## src/rtl/float_copro_ctrl.sv

```systemverilog
// Float coprocessor controller: registers the LM32 copro request and drives an external datapath.
// It times each opcode with a latency counter and returns the result through the complete/accept handshake.
`timescale 1ns/1ps
module float_copro_ctrl #(
   parameter int DATA_W  = 32,
   parameter int OPC_W   = 11,
   parameter int LAT_ADD = 3,
   parameter int LAT_SUB = 3,
   parameter int LAT_MUL = 1,
   parameter int LAT_DIV = 4
) (
   input  logic              clk,
   input  logic              reset_n,
   input  logic              copro_valid,
   input  logic              copro_accept,
   input  logic [OPC_W-1:0]  copro_opcode,
   input  logic [DATA_W-1:0] copro_op0,
   input  logic [DATA_W-1:0] copro_op1,
   output logic              copro_complete,
   output logic [DATA_W-1:0] copro_result,
   output logic              copro_error,
   output logic              copro_busy,
   output logic [OPC_W-1:0]  dp_opcode,
   output logic [DATA_W-1:0] dp_op0,
   output logic [DATA_W-1:0] dp_op1,
   input  logic [DATA_W-1:0] dp_result
);

   function automatic int max2(input int a, input int b);
      return (a > b) ? a : b;
   endfunction

   localparam int LAT_MAX = max2(max2(LAT_ADD, LAT_SUB), max2(LAT_MUL, LAT_DIV));
   localparam int CNT_W   = (LAT_MAX > 0) ? $clog2(LAT_MAX + 1) : 1;

   typedef enum logic [1:0] {
      ST_IDLE = 2'd0,
      ST_BUSY = 2'd1,
      ST_DONE = 2'd2
   } state_t;

   function automatic logic [CNT_W-1:0] lat_of(input logic [1:0] sel);
      logic [CNT_W-1:0] lat;
      case (sel)
         2'd0:    lat = CNT_W'(LAT_ADD);
         2'd1:    lat = CNT_W'(LAT_SUB);
         2'd2:    lat = CNT_W'(LAT_MUL);
         2'd3:    lat = CNT_W'(LAT_DIV);
         default: lat = CNT_W'(0);
      endcase
      return lat;
   endfunction

   state_t            state_q;
   logic [CNT_W-1:0]  cnt_q;
   logic              complete_q;
   logic              error_q;
   logic [DATA_W-1:0] result_q;
   logic [OPC_W-1:0]  dp_opcode_q;
   logic [DATA_W-1:0] dp_op0_q;
   logic [DATA_W-1:0] dp_op1_q;
   logic              opc_legal_s;

   assign opc_legal_s = (copro_opcode < OPC_W'(4));

   // Handshake FSM: capture in IDLE, count down in BUSY, hold the result in DONE until accept or abort
   always_ff @(posedge clk or negedge reset_n) begin
      if (!reset_n) begin
         state_q     <= ST_IDLE;
         cnt_q       <= '0;
         complete_q  <= 1'b0;
         error_q     <= 1'b0;
         result_q    <= '0;
         dp_opcode_q <= '0;
         dp_op0_q    <= '0;
         dp_op1_q    <= '0;
      end else begin
         case (state_q)
            ST_IDLE: begin
               if (copro_valid) begin
                  dp_opcode_q <= copro_opcode;
                  dp_op0_q    <= copro_op0;
                  dp_op1_q    <= copro_op1;
                  if (opc_legal_s) begin
                     cnt_q   <= lat_of(copro_opcode[1:0]);
                     state_q <= ST_BUSY;
                  end else begin
                     // Illegal opcodes bypass the datapath and complete with an error immediately
                     result_q   <= '0;
                     error_q    <= 1'b1;
                     complete_q <= 1'b1;
                     state_q    <= ST_DONE;
                  end
               end else begin
                  state_q <= ST_IDLE;
               end
            end
            ST_BUSY: begin
               if (!copro_valid) begin
                  cnt_q   <= '0;
                  state_q <= ST_IDLE;
               end else if (cnt_q != CNT_W'(0)) begin
                  cnt_q <= cnt_q - CNT_W'(1);
               end else begin
                  result_q   <= dp_result;
                  error_q    <= 1'b0;
                  complete_q <= 1'b1;
                  state_q    <= ST_DONE;
               end
            end
            ST_DONE: begin
               // Accept and abort both release the result; accept simply wins when both apply
               if (copro_accept || !copro_valid) begin
                  complete_q <= 1'b0;
                  error_q    <= 1'b0;
                  state_q    <= ST_IDLE;
               end else begin
                  state_q <= ST_DONE;
               end
            end
            default: begin
               cnt_q      <= '0;
               complete_q <= 1'b0;
               error_q    <= 1'b0;
               state_q    <= ST_IDLE;
            end
         endcase
      end
   end

   assign copro_complete = complete_q;
   assign copro_error    = error_q;
   assign copro_result   = result_q;
   assign copro_busy     = (state_q != ST_IDLE);
   assign dp_opcode      = dp_opcode_q;
   assign dp_op0         = dp_op0_q;
   assign dp_op1         = dp_op1_q;

endmodule

```

## config.mk

```make
export PLATFORM = sky130hd
export DESIGN_NAME = float_copro_ctrl
export DESIGN_NICKNAME = d
export VERILOG_FILES = /design/src/rtl/float_copro_ctrl.sv
export SDC_FILE = /design/constraint.sdc
export NUM_CORES = 1
export LEC_CHECK = 0
export BUFFER_PORTS_ARGS = -buffer_cell sky130_fd_sc_hd__buf_2
export CORE_MARGIN = 3
export CORE_UTILIZATION = 30
export DETAILED_ROUTE_END_ITERATION = 7
export PLACE_DENSITY = 0.68
export REMOVE_ABC_BUFFERS = 1
export SYNTH_ARGS = -nofsm -noshare
export SYNTH_HDL_FRONTEND = slang
export SYNTH_SLANG_ARGS = --single-unit
```

## constraint.sdc

```tcl
create_clock -name clk -period 3.53 [get_ports clk]
set_input_delay 0.706 -clock clk [delete_from_list [all_inputs] [get_ports clk]]
set_output_delay 0.706 -clock clk [all_outputs]
set_load 0.005 [all_outputs]
```

# Word-level counts from Yosys, hierarchy flattened
# Cells that the tools add are included.
# W data, S select, Z words.
# word_totals
reg_bits	114
inputBits	111
out_inout_bits	110
wordCells	62
# op_classes
n_addsub	1
order_cmp	1
eq_ne	13
n_mux	26
bitwise_logic	1
n_reduce_logical	12
# op_table
cell	count
$mux W32	4
$pmux W32 S2	1
$pmux W3 S3	2
$mux W3	4
$ne A2 B2 Y1 const B	6
$lt A11 B3 Y1 const B	1
$mux W2	5
$reduce_and A5 Y1	2
$mux W1	7
$eq A2 B2 Y1 const B	3
$ne A3 B3 Y1 const B	2
$pmux W1 S3	2
$pmux W2 S3	1
$eq A2 B1 Y1 const B	2
$logic_not A2 Y1	2
$reduce_and A4 Y1	1
$reduce_bool A2 Y1	2
$reduce_bool A3 Y1	1
$sub A3 B1 Y3 const B	1
$reduce_and A2 Y1	1
$reduce_or A2 Y1	1
$logic_not A1 Y1	1
$logic_or A1 B1 Y1	1
$not A1 Y1	1

# Depth between registers and ports, before layout
# Gate-level depths: netlist of run 1.
# depth
depth_word	6
ltp_mapped	7
depth_no_buf	6

# Worst setup path after synthesis of run 1
# No wires, ideal clock.
# synth_path
path_kind	input port to flip-flop
from	input copro_valid
to	register dp_op0_q[0] (netlist: dp_op0[0])
setup_time_ns	0.125
arrival_ns	1.753
t_required_ns	3.405
setup_slack_ns	1.652
path_stages	5
n_path_buf	3
cell_sequence	buf_2 nor3b_4 buf_6 buf_6 mux2_2
# synth_via
elab_chain_cells	1
# synth_rtl
item	line_no	text
start: declaration	14	input logic copro_valid,
$reduce_and A2 Y1 (no line)	-	
end signal: assignment	82	dp_op0_q <= copro_op0;
end: declaration	60	logic [DATA_W-1:0] dp_op0_q;
# Every way passes these cells.
# A chain may end at the register's enable or synchronous reset.

# Worst setup path in the final report of run 1
# layout_path
from	register state_q[0]
to	output copro_busy
# layout_via
elab_chain_cells	1
# layout_rtl
item	line_no	text
start: declaration	54	state_t state_q;
start signal: assignment	69	state_q <= ST_IDLE;
start signal: assignment	86	state_q <= ST_BUSY;
start signal: assignment	92	state_q <= ST_DONE;
$reduce_bool A2 Y1	134	assign copro_busy = (state_q != ST_IDLE);
end: declaration	22	output logic copro_busy,
# Every way passes these cells.

==> reports/results.txt, run 1 <==
Cell with the largest stage delay on the worst path: sky130_fd_sc_hd__dfrtp_1. Of the total power, registers draw 41.4%. For the standby leakage power, the log shows 3.17 nW. The design draws 3.69 mW. Global routing used 13.7% of the available tracks. After technology mapping, the gate count stands at 288. The tools report the final routed DRC violation total as 0. Signal routing reaches up to met4. The critical path in this run is classified as reg2out.

The number of primary I/O pins was 221; the buffer count from post-CTS setup fixing was 0. Post-CTS repair changed the size of 0 cells. The fraction of power spent switching nets works out to 23.0%.

Of the cells placed in the final design, the portion with a size suffix greater than 1 is 64.0%. The share of total power dissipated in combinational logic is 12.8%. The maximum number of buffers from clock root to sink came out at 2. The logs give 0 for the aggregate global routing overflow and 1318 for the number of filler cells placed in the layout.

After Yosys synthesis, XOR and XNOR cells account for 0% of the synthesized area. The wire length of the first global-routing pass is 17700 um, and the post-synthesis simple-gate area fraction is 3.92%. STA classifies the critical path endpoint as an output port. For this configuration, the core starts out at a cell density of 31.4%.

The floorplan step set the die height to 128 um. The synthesized design contains 114 register bits. In this run the remaining antenna-violating nets after routing total 0. After clock tree synthesis, the clock-pin slew on the worst setup and hold paths is 0.05 ns.

The most used flip-flop cell after synthesis is sky130_fd_sc_hd__dfrtp_1. For this run, the post-layout net count is 626. Relative to the synthesized area, the layout overhead comes to 40.7%. The total clock buffers created by CTS was 17; the setup skew after layout was 0.00573 ns. The die covers 16400 sq um. The worst-path maximum fanout works out to 17. Clock network fraction of design power: 45.8%.

The number of antenna diodes in the final layout is 0. Across the VDD grid, the largest voltage drop is 275 uV. At the end of routability-driven placement, the weighted congestion stood at 0.763. The number of antenna violations at the first check in global routing came out at 0. The tools report the category of the worst setup path launch point as a register.

The floorplan step set the die width to 128 um. The number of port buffers is 220. The signal on the critical path passes through nor2_1 -> inv_1 -> buf_2. Wire segments on met2 add up to 5530 um in the final route. The portion of the clock cycle consumed by the worst path in the final layout works out to 61.5%.

The largest single stage delay on the critical path is 0.69 ns. The average wire per cell in the routed design was 15.4 um. Of the synthesized area, sequential elements account for 63.9%. The area of the core was 14200 sq um. The tightest min-delay check is of the in2async type. The timing-limited maximum frequency is 461 MHz. Summing every instance area after synthesis gives 4470 sq um.

The internal portion of the total power is 2.84 mW. The wire-length estimate of the detail-placed layout is 8040 um. The fraction of synthesized cell area taken by the top area cell type works out to 63.9%. TritonCTS built the clock tree. The count of flip-flops with a built-in enable after synthesis is 0, and the max-capacitance violation count is 0. Endpoint required time on the critical path: 2.82 ns. Clock tree root buffer cell: sky130_fd_sc_hd__clkbuf_16.

The run gives 0 as the yosys synthesis warning count. The mux share of post-synthesis cell area is 19.4%. The net switching power of the design came out at 0.849 mW. The number of unique standard cell types used by synthesis is 30, and the number of hold-slack violations in the final timing report is 0.

The total via count in the routed design is 3269, and the slew at the pin with the worst max-slew slack is 0.771 ns. The adder and majority cell fraction of the synthesized area came out at 0.560%. For this design, the CTS-stage hold fixing added 0 buffers.

For the met3 routed wirelength, the log shows 829 um. The share of the synthesized area in compound gates (AO/OA/AOI/OAI) is 8.85%. The run finished with clean final reports.

In this run the mean area of a mapped cell was 15.5 sq um. Measured on the finished design, the core utilization comes to 44.2%. Setup violations remaining at the end of the flow were counted as 0.

Cell type with the largest total area after synthesis: sky130_fd_sc_hd__dfrtp_1. The logs give 0.40 ns for the clock latency on the worst-skew pair and 64 for the pin count of the biggest net entering global routing. Yosys attributes the largest share of cell area to sky130_fd_sc_hd__dfrtp_1, sky130_fd_sc_hd__mux2_2, sky130_fd_sc_hd__a22o_1. The routed design could run at a clock period as short as 2.17 ns. The first TritonRoute pass finished after 4 iterations. STA puts the critical path data arrival time at 1.47 ns. The final max-slew violation count is 0. Headroom to the max-slew limit came out at 48.4%.

For the placement row count, the log shows 43. Dividing total power by cell area gives a power density of 587 nW/um^2. For this block, the routed nets add up to 10800 um of wire. The via count of the first global-routing pass was 3510; the async set or reset register ratio after synthesis was 100%.

The detailed-route vias per instance works out to 4.64. Setup repair after global routing left no endpoint under its margin. For the level count of the clock H-tree, the log shows 4. The tree built by TritonCTS fans out to 114 sinks. Detailed-route wire length on metal 1: 4210 um. The main combinational cell family by area after synthesis is multiplexers. First-iteration detailed-routing DRC count: 121.
-- critical path: cells and delay by family (launching register included) --
family                 cells  cell delay (ns)
AND/OR/NAND/NOR            1             0.16
flip-flops                 1             0.69
buffers and inverters      2             0.20
-- area by class of cell --
type	count	area, sq um	area share, %
Clock inverter	12	140	2.23
Clock buffer	19	443	7.05
Multi-Input combinational cell	153	1460	23.3
Sequential cell	114	2850	45.4
Inverter	3	11.3	0.179
Tap cell	180	225	3.58
Timing Repair Buffer	224	1150	18.2
-- power by group through the flow --
stage	Combinational (mW)	Sequential (mW)	Clock, mW
global route	0.525	1.55	1.81
global placement	0.471	1.54	0
finish	0.472	1.53	1.69
CTS	0.486	1.53	1.74
floorplan	0.192	1.56	0
detailed placement	0.485	1.55	0
-- cell families (layout without fill, tap and decap cells) --
group	Yosys count	after routing
AO/OA/AOI/OAI	48	48
adder cells (fa/ha/maj)	2	2
buffers and inverters	21	258
multiplexers	77	77
AND/OR/NAND/NOR	26	26
flip-flops	114	114
-- synthesized netlist by cell type, types with 2 or more instances --
library cell               instances
sky130_fd_sc_hd__o21ai_0           5
sky130_fd_sc_hd__a22o_1           32
sky130_fd_sc_hd__ha_1              2
sky130_fd_sc_hd__mux2_2           76
sky130_fd_sc_hd__nand2_1           6
sky130_fd_sc_hd__a21oi_1           2
sky130_fd_sc_hd__buf_2            10
sky130_fd_sc_hd__nor2_1            6
sky130_fd_sc_hd__nand3b_1          3
sky130_fd_sc_hd__inv_1             3
sky130_fd_sc_hd__nand2b_1          4
sky130_fd_sc_hd__dfrtp_1         114
sky130_fd_sc_hd__buf_6             8
-- metrics by stage --
step	std cells	setup TNS, ns	instance area (sq um)	setup slack (ns)	hold slack (ns)
6_report	705	0	6280	1.36	0.376
4_1_cts	705	0	6280	1.34	0.385
5_1_grt	705	0	6280	1.23	0.404
3_5_place_dp	674	0	5700	1.15	0.463
2_1_floorplan	270	-0.0706	4330	-0.0706	0.410
3_3_place_gp	674	0	5700	1.21	0.464
-- path summary, 6_finish.rpt --
kind,startpoint,end,slack [ns],cells after the start
max,state_q[0]$_DFFE_PN0P_,copro_busy,1.36,3
min,reset_n,copro_result[30]$_DFFE_PN0P_,0.38,1
max reg2reg,state_q[0]$_DFFE_PN0P_,dp_op0[16]$_DFFE_PN0P_,1.40,3
min reg2reg,copro_complete$_DFFE_PN0P_,copro_complete$_DFFE_PN0P_,0.48,2
max in group asynchronous,reset_n,dp_op0[17]$_DFFE_PN0P_,2.41,2
min in group clk,copro_complete$_DFFE_PN0P_,copro_complete$_DFFE_PN0P_,0.48,2
-- layout by cell type (no fill, tap or decap), types with 4 or more instances in the layout --
| cell type | n |
|---|---|
| sky130_fd_sc_hd__a22o_1 | 32 |
| sky130_fd_sc_hd__buf_2 | 219 |
| sky130_fd_sc_hd__buf_4 | 4 |
| sky130_fd_sc_hd__clkbuf_16 | 17 |
| sky130_fd_sc_hd__clkinv_2 | 7 |
| sky130_fd_sc_hd__dfrtp_1 | 114 |
| sky130_fd_sc_hd__mux2_2 | 76 |
| sky130_fd_sc_hd__nand2_1 | 6 |
| sky130_fd_sc_hd__nand2b_1 | 4 |
| sky130_fd_sc_hd__nor2_1 | 5 |
| sky130_fd_sc_hd__o21ai_0 | 5 |
-- state kept, by name (all words and copies together) (netlist names) --
register / count
state_q: 2
copro_result: 32
copro_error: 1
dp_opcode: 11
dp_op0: 32
copro_complete: 1
dp_op1: 32
cnt_q: 3
-- layer usage --
metal,vias up,global-route usage [%]
met5,-,0
met4,0,7.18
met3,23,4.33
met2,133,22.5
met1,1608,16.0
li1,1505,-
No activity file was read; power rests on OpenSTA's default activity.
==> run 2, diff against run 1 <==
--- a/config.mk
+++ b/config.mk
@@ -5,11 +5,12 @@
 export SDC_FILE = /design/constraint.sdc
 export NUM_CORES = 1
 export LEC_CHECK = 0
+export ABC_AREA = 1
 export BUFFER_PORTS_ARGS = -buffer_cell sky130_fd_sc_hd__buf_2
 export CORE_MARGIN = 3
 export CORE_UTILIZATION = 30
 export DETAILED_ROUTE_END_ITERATION = 7
-export PLACE_DENSITY = 0.68
+export PLACE_DENSITY = 0.69
 export REMOVE_ABC_BUFFERS = 1
 export SYNTH_ARGS = -nofsm -noshare
 export SYNTH_HDL_FRONTEND = slang
==> constraint.sdc (replaced) <==
create_clock -name clk -period 1.79 [get_ports clk]
set_input_delay 0.358 -clock clk [delete_from_list [all_inputs] [get_ports clk]]
set_output_delay 0.358 -clock clk [all_outputs]
set_load 0.005 [all_outputs]
==> run 2 against run 1 <==
Effect of this change: global-route usage grew 1.4 points; final cell count increased by 48%; cell area rose by 9.3%; clock-buffer cell count unchanged; worst setup slack lost 1.2 ns; sequential share of layout area decreased by 3.9 points; synthesized cell count grew 110%; combinational power rose by 130%; non-clock buffer count up 10; sequential cell count is the same.
==> reports/results.txt, run 2 <==
The maximum number of buffers from clock root to sink is 2 (unchanged), and the pin count of the biggest net entering global routing is 62 (was 64). The total via count in the routed design is 4532 (was 3269). The timing-limited maximum frequency came out at 612 MHz. Worst-path maximum fanout: 5 (was 17). The tools report the yosys synthesis warning count as 0 (unchanged).

The portion of the clock cycle consumed by the worst path in the final layout is 91.2%, and the total clock buffers created by CTS is 17 (unchanged). The number of primary I/O pins was 221 (unchanged); the overall fraction of global-route tracks in use was 15.0% (was 13.7%). The run finished with clean final reports. The logs give 77.8% (was 48.4%) for the remaining max-slew budget at the tightest pin and 0.787 (was 0.763) for the final RePlAce weighted congestion. The run gives 0.40 ns (about the same) as the clock latency on the worst-skew pair. The run gives 7.70 mW (was 3.69 mW) as the final total power. The vertical die dimension came out at 133 um (was 128 um). The average wire per cell in the routed design is 12.6 um (was 15.4 um). The cell type with the largest total area after synthesis was sky130_fd_sc_hd__dfrtp_1 (unchanged).

The most common cell in the synthesized netlist is sky130_fd_sc_hd__nand2_1 (was sky130_fd_sc_hd__dfrtp_1). The total number of nets in the final design was 929 (was 626). The sequential fraction of the synthesis area came out at 59.1% (was 63.9%).

The count of flip-flops with a built-in enable after synthesis came out at 0 (unchanged). The most used flip-flop cell after synthesis was sky130_fd_sc_hd__dfrtp_1 (unchanged). The overall die area was 17600 sq um (was 16400 sq um).

The largest vdd supply drop was 595 uV (was 275 uV); the total negative slack was 0 ns (unchanged). The number of port buffers was 220 (unchanged). The placed instance area was 6230 sq um (was 5700 sq um); the logic depth of the worst register-to-register path was 10 (was 3). The delay of the slowest cell on the worst path is 0.42 ns (was 0.69 ns).

The run gives 9220 um (was 8040 um) as the sum of net half-perimeters after detailed placement. Placement row count: 45 (was 43). For the routed wire length, the log shows 13100 um (was 10800 um). The async set or reset register ratio after synthesis works out to 100% (unchanged). List of most frequent post-synthesis cells: sky130_fd_sc_hd__nand2_1, sky130_fd_sc_hd__dfrtp_1, sky130_fd_sc_hd__inv_1 (was sky130_fd_sc_hd__dfrtp_1, sky130_fd_sc_hd__mux2_2, sky130_fd_sc_hd__a22o_1). For the first-iteration detailed-routing DRC count, the log shows 243 (was 121). The standby leakage power is 4.13 nW (was 3.17 nW), and the CTS sink count is 114 (unchanged).

The area added between synthesis and finish was 42.3% (was 40.7%); the setup skew after layout was 0.00456 ns (was 0.00573 ns). TritonCTS built the clock tree. The tools report the hold-critical path endpoint as dp_op1[5]$_DFFE_PN0P_. The run gives 20 (was 30) as the number of unique standard cell types used by synthesis. Final instance count without filler cells: 1040 (was 705). The type of the worst setup path was reg2out (unchanged). The logs give 0 (unchanged) for the final routed DRC violation total and 0 (unchanged) for the number of setup violations in the final report. Post-synthesis instance area: 4820 sq um (was 4470 sq um). Category of the worst setup path launch point: a register (unchanged). The clock tree root buffer cell was sky130_fd_sc_hd__clkbuf_16 (unchanged). The via count of the first global-routing pass was 4269 (was 3510); the cell count of the worst hold path was 3. The tools report the worst flop-to-flop path endpoint as copro_result[10]$_DFFE_PN0P_ (was dp_op0[16]$_DFFE_PN0P_). The proportion of layout cells with a drive suffix above 1 is 32.6% (was 64.0%), and the number of antenna repair diodes is 0 (unchanged). Worst hold-check path type: in2reg (was in2async).

The number of gates given a new drive strength after cts was 0 (unchanged). The tools report the launch instance of the worst register-to-register path as cnt_q[0]$_DFFE_PN0P_ (was state_q[0]$_DFFE_PN0P_). The placed cell count was 1007 (was 674); the wire length of the first global-routing pass was 21500 um (was 17700 um). The clock transition at the register clock pins on the worst setup and hold paths after CTS is 0.05 ns (about the same). The tools report the startpoint of the worst hold path as copro_op1[5].

The area of the core was 15500 sq um (was 14200 sq um). The x dimension of the die was 133 um (was 128 um); the aggregate global routing overflow was 0 (unchanged). The run gives 0 (unchanged) as the number of nets with antenna violations after routing. Setup repair after global routing left no endpoint under its margin.

The level count of the clock H-tree is 4 (unchanged). The worst path in the final design needs a cycle of 1.63 ns, including I/O delays and setup. The leading cell type in the layout, fill and taps excluded was sky130_fd_sc_hd__nand2_1 (was sky130_fd_sc_hd__buf_2). The cell with the largest stage delay on the worst path is sky130_fd_sc_hd__dfrtp_1 (unchanged). The total power density per cell area came out at 1120 nW/um^2 (was 587 nW/um^2). The register-to-register path setup slack was 0.25 ns (was 1.40 ns); the arrival time of data at the critical path endpoint was 1.27 ns (was 1.47 ns). The number of antenna violations at the first check in global routing was 1 (was 0).

Critical-path cell list: nor2_2 -> inv_1 -> buf_2 (was nor2_1 -> inv_1 -> buf_2). The detailed-route vias per instance works out to 4.36 (was 4.64). The number of hold-slack violations in the final timing report came out at 0 (unchanged). Synth area leaders: sky130_fd_sc_hd__dfrtp_1, sky130_fd_sc_hd__nand2_1, sky130_fd_sc_hd__nand4_1 (was sky130_fd_sc_hd__dfrtp_1, sky130_fd_sc_hd__mux2_2, sky130_fd_sc_hd__a22o_1). The gate count after technology mapping is 594 (was 288). The post-synthesis average cell area was 8.12 sq um (was 15.5 sq um); the fraction of synthesized cell area taken by the top area cell type was 59.1% (was 63.9%). The sort of element at the end of the critical path is an output port (unchanged).

The final max-slew violation count came out at 0 (unchanged). The number of iterations in the first detailed-routing pass came out at 4 (unchanged). The tools report the max-capacitance violation count as 0 (unchanged). Most used cells in the layout excluding fill and tap cells: sky130_fd_sc_hd__nand2_1, sky130_fd_sc_hd__buf_2, sky130_fd_sc_hd__dfrtp_1 (was sky130_fd_sc_hd__buf_2, sky130_fd_sc_hd__dfrtp_1, sky130_fd_sc_hd__mux2_2).

Endpoint required time on the critical path: 1.43 ns (was 2.82 ns). The worst hold margin was 0.152 ns (was 0.376 ns). The number of synthesized register bits is 114 (unchanged), and the slew at the pin with the worst max-slew slack is 0.332 ns (was 0.771 ns). The cell area after layout came out at 6870 sq um (was 6280 sq um). For the initial standard-cell utilization of the core, the log shows 31.2% (was 31.4%).
==> run 2: cell count changes after synthesis, moves of 8 or more <==
cell | before | now
sky130_fd_sc_hd__inv_1 | 3 | 42
sky130_fd_sc_hd__clkbuf_1 | 0 | 13
sky130_fd_sc_hd__mux2_2 | 76 | 0
sky130_fd_sc_hd__nand4_1 | 0 | 32
sky130_fd_sc_hd__a22o_1 | 32 | 0
sky130_fd_sc_hd__buf_6 | 8 | 0
sky130_fd_sc_hd__nand2_1 | 6 | 311
sky130_fd_sc_hd__nor2_1 | 6 | 40
==> run 2: metrics by stage <==
step,util (%),setup slack (ns)
floorplan,-,-1.57
global placement,40.2,0.221
detailed placement,40.2,0.195
CTS,44.3,0.127
global route,44.3,0.0381
finish,44.3,0.157
==> run 2: how the worst max path moves through the flow <==
stage                                   endpoint  cells after the start              startpoint
finish                                copro_busy                      3  state_q[0]$_DFFE_PN0P_
global route                          copro_busy                      3  state_q[0]$_DFFE_PN0P_
CTS                                   copro_busy                      3  state_q[0]$_DFFE_PN0P_
detailed placement  copro_result[11]$_DFFE_PN0P_                      6         copro_opcode[3]
global placement    copro_result[11]$_DFFE_PN0P_                      6         copro_opcode[4]
floorplan              dp_opcode[10]$_DFFE_PN0P_                      5  state_q[1]$_DFFE_PN0P_
==> run 2: repair_timing <==
action / in CTS / in global routing
endpoints found under the hold margin: 19 / 0
hold buffers: 1 / 0
buffers inserted: 0 / 0
==> run 2: cell type report <==
cell class,count,area (sq um)
sequential,114,2850
multi-input combinational,406,1680
fill,1521,8620
inverter,43,161
clock buffer,19,443
timing repair buffer,234,1290
clock inverter,13,183
tap,211,264
==> run 2: cell families after synthesis <==
family / count (synthesis) / synth area share, %
xor gates and xnor gates: 1 / 0.182
DFF: 114 / 59.1
adders and majority gates: 2 / 0.519
and+or+nand+nor: 395 / 33.0
AOI/OAI and AO/OA: 8 / 0.908
buffers and inverters: 74 / 6.23
==> run 2: where the power goes <==
part / internal, mW / leakage [nW] / switching, mW
clock: 2.37 / 0.296 / 1.21
combinational: 0.488 / 2.37 / 0.609
sequential: 2.88 / 1.46 / 0.150
==> run 2: per-layer routing <==
metal | vias up | track usage [%] | part of all wire, %
li1 | 2263 | - | -
met2 | 207 | 21.9 | 44
met4 | 2 | 5.37 | 1.7
met3 | 20 | 5.06 | 8.6
met1 | 2040 | 20.9 | 46
met5 | - | 0 | 0.054
==> run 2: critical path: cells and delay by family (launching register included) <==
kind | cells | cell delay, ns
buffers and inverters | 2 | 0.27
DFF | 1 | 0.42
and+or+nand+nor | 1 | 0.19
==> run 3, diff against run 2 <==
--- a/config.mk
+++ b/config.mk
@@ -11,6 +11,7 @@
 export CORE_UTILIZATION = 30
 export DETAILED_ROUTE_END_ITERATION = 7
 export PLACE_DENSITY = 0.69
+export RECOVER_POWER = 50
 export REMOVE_ABC_BUFFERS = 1
 export SYNTH_ARGS = -nofsm -noshare
 export SYNTH_HDL_FRONTEND = slang
==> constraint.sdc (replaced) <==
create_clock -name clk -period 1.79 [get_ports clk]
set_input_delay 0 -clock clk [delete_from_list [all_inputs] [get_ports clk]]
set_output_delay 0 -clock clk [all_outputs]
set_load 0.005 [all_outputs]
==> run 3 against run 2 <==
Effect of this change: the flow now finishes with violations (capacitance limit, slew limit); sequential power about the same; via count is 13% higher; first-iteration DRC count fell by 6.6%; worst setup slack gained 0.030 ns; largest power group unchanged; highest routed layer is now met4.
==> reports/results.txt, run 3 (same netlist as run 2, synthesis figures left out) <==
The overall fraction of global-route tracks in use is 18.2% (was 15.0%). The level count of the clock H-tree is 4 (unchanged). The number of nets with antenna violations after routing came out at 0 (unchanged).

The clock transition at the register clock pins on the worst setup and hold paths after CTS is 0.05 ns (about the same), and the timing-limited maximum frequency is 624 MHz (was 612 MHz). The tools report the total number of nets in the final design as 1037 (was 929). The number of setup violations in the final report was 0 (unchanged); the number of port buffers was 220 (unchanged). The placed instance area is 6180 sq um (was 6230 sq um), and the endpoint required time on the critical path is 2.12 ns (was 1.43 ns). The average wire per cell in the routed design is 13.8 um (was 12.6 um), and the instance count on the critical path is 5 (was 3).

The run gives 15900 um (was 13100 um) as the routed wire length. The tools report the arrival time of data at the critical path endpoint as 1.93 ns (was 1.27 ns). The run gives 17600 sq um (unchanged) as the overall die area. The slew at the pin with the worst max-slew slack is 1.54 ns (was 0.332 ns), and the cell area after layout is 7880 sq um (was 6870 sq um). The final routed DRC violation total came out at 0 (unchanged). The vertical die dimension works out to 133 um (unchanged). The remaining max-slew budget at the tightest pin is -2.39% (was 77.8%), and the register-to-register path setup slack is 0.19 ns (was 0.25 ns). Combined buffer and inverter count along the critical path: 1 (was 2). The worst flop-to-flop path endpoint is state_q[1]$_DFFE_PN0P_ (was copro_result[10]$_DFFE_PN0P_).

Worst hold-check path type: in2reg (unchanged). The tools report the category of the worst setup path launch point as a register (unchanged). Cell with the largest stage delay on the worst path: sky130_fd_sc_hd__dlygate4sd3_1 (was sky130_fd_sc_hd__dfrtp_1). The x dimension of the die works out to 133 um (unchanged).

The number of iterations in the first detailed-routing pass is 5 (was 4). TritonCTS built the clock tree. The critical path startpoint was state_q[1]$_DFFE_PN0P_ (was state_q[0]$_DFFE_PN0P_). The clock tree root buffer cell was sky130_fd_sc_hd__clkbuf_16 (unchanged). The via count of the first global-routing pass was 5115 (was 4269); the area added between synthesis and finish was 63.4% (was 42.3%). The setup skew after layout was 0.00647 ns (was 0.00456 ns); the post-layout minimum cycle time was 1.60 ns (was 1.63 ns). The portion of the clock cycle consumed by the worst path in the final layout works out to 89.5% (was 91.2%).

Setup repair after global routing left no endpoint under its margin. The initial standard-cell utilization of the core was 31.2% (unchanged); the area of the core was 15500 sq um (unchanged). Startpoint of the worst hold path: copro_valid (was copro_op1[5]). The delay of the slowest cell on the worst path was 0.59 ns (was 0.42 ns); the total via count in the routed design was 5114 (was 4532).

The placement row count was 45 (unchanged); the first-iteration detailed-routing DRC count was 227 (was 243). The final reports fail on capacitance limit, slew limit. Buffer count from post-CTS setup fixing: 0 (unchanged). The leading cell type in the layout, fill and taps excluded was sky130_fd_sc_hd__nand2_1 (unchanged).

The standby leakage power came out at 4.47 nW (was 4.13 nW). The detailed-route vias per instance works out to 4.45 (was 4.36). The total clock buffers created by CTS came out at 17 (unchanged). The run gives 0 (unchanged) as the number of antenna repair diodes.

The CTS sink count was 114 (unchanged); the aggregate global routing overflow was 0 (unchanged). For the maximum number of buffers from clock root to sink, the log shows 2 (unchanged). The worst-path maximum fanout was 5 (unchanged); the total negative slack was 0 ns (unchanged). The total power density per cell area works out to 1000 nW/um^2 (was 1120 nW/um^2).

The run gives 59 (was 62) as the pin count of the biggest net entering global routing. Most used cells in the layout excluding fill and tap cells: sky130_fd_sc_hd__nand2_1, sky130_fd_sc_hd__buf_2, sky130_fd_sc_hd__dfrtp_1 (unchanged). The number of hold-slack violations in the final timing report is 0 (unchanged), and the final instance count without filler cells is 1148 (was 1040). The tools report the launch instance of the worst register-to-register path as state_q[1]$_DFFE_PN0P_ (was cnt_q[0]$_DFFE_PN0P_). The wire length of the first global-routing pass came out at 25900 um (was 21500 um).

For the number of antenna violations at the first check in global routing, the log shows 0 (was 1). The sum of net half-perimeters after detailed placement is 9350 um (was 9220 um). Critical-path cell list: nand2_1 -> nor3_1 -> dlygate4sd3_1 -> nor2_1 -> a21oi_1 (was nor2_2 -> inv_1 -> buf_2). For the final max-slew violation count, the log shows 25 (was 0). The proportion of layout cells with a drive suffix above 1 is 25.2% (was 32.6%), and the logic depth of the worst register-to-register path is 5 (was 10). For the largest vdd supply drop, the log shows 593 uV (was 595 uV).

The number of primary I/O pins was 221 (unchanged). The number of filler cells placed in the layout is 1359 (was 1521), and the final RePlAce weighted congestion is 0.760 (was 0.787). The kind of cell with the highest combined delay on the critical path is buffers and inverters (was flip-flops).

The placed cell count is 1006 (was 1007). The tools report the max-capacitance violation count as 1 (was 0). The clock latency on the worst-skew pair is 0.41 ns (was 0.40 ns).

Type of the worst setup path: reg2reg (was reg2out). The end point of the critical path is state_q[1]$_DFFE_PN0P_ (was copro_busy). The flow ran to the end, but the final reports show violations.

The sort of element at the end of the critical path is a register (was an output port).
## run 3: metrics by stage
step | setup slack (ns) | utilization, % | power [mW] | hold WS, ns
6_report | 0.187 | 50.9 | 7.90 | 0.0336
2_1_floorplan | -1.57 | - | 3.50 | -0.296
4_1_cts | 0.143 | 51.1 | 7.99 | 0.00754
5_1_grt | 0.0405 | 50.9 | 8.28 | 0.0543
3_3_place_gp | 0.217 | 39.9 | 4.14 | -0.0590
3_5_place_dp | 0.152 | 39.9 | 4.16 | -0.0516
## run 3: cell type report
class,instances,area [sq um],share of cell area (%)
sequential,114,2850,36.2
timing repair buffer,342,2300,29.2
multi-input combinational,406,1680,21.3
clock buffer,22,474,6.02
tap,211,264,3.35
inverter,43,161,2.05
clock inverter,10,155,1.97
## run 3: what timing repair did
item	4_1_cts	5_1_grt
resized for setup	0	2
endpoints found under the hold margin	225	0
hold buffers	110	0
setup endpoints to repair	0	15
## run 3: worst min path at each step
stage | to | slack [ns] | depth (start not counted)
3_3_place_gp | dp_op1[3]$_DFFE_PN0P_ | -0.06 | 1
4_1_cts | state_q[1]$_DFFE_PN0P_ | 0.008 | 4
2_1_floorplan | cnt_q[0]$_DFFE_PN0P_ | -0.30 | 0
5_1_grt | state_q[1]$_DFFE_PN0P_ | 0.05 | 4
6_report | state_q[1]$_DFFE_PN0P_ | 0.03 | 4
3_5_place_dp | dp_op0[19]$_DFFE_PN0P_ | -0.05 | 1
## run 3: worst register-to-register path, cell delays in order (launching register included)
cell	delay, ns
sky130_fd_sc_hd__dfrtp_1	0.48
sky130_fd_sc_hd__nand2_1	0.09
sky130_fd_sc_hd__nor3_1	0.20
sky130_fd_sc_hd__dlygate4sd3_1	0.59
sky130_fd_sc_hd__nor2_1	0.04
sky130_fd_sc_hd__a21oi_1	0.14
## run 3: metal layers
metal	vias to the layer above	global-route usage [%]	routed length (um)
met5	-	0	0
met4	0	6.24	251
met3	20	5.86	1380
met2	250	29.9	7480
met1	2364	22.7	6780
li1	2480	-	-
## run 3: report_power, final
group	total [mW]	internal, mW	switching (mW)	leakage (nW)
logic	1.27	0.594	0.675	2.70
clock network	3.58	2.43	1.15	0.306
registers	3.05	2.88	0.168	1.46
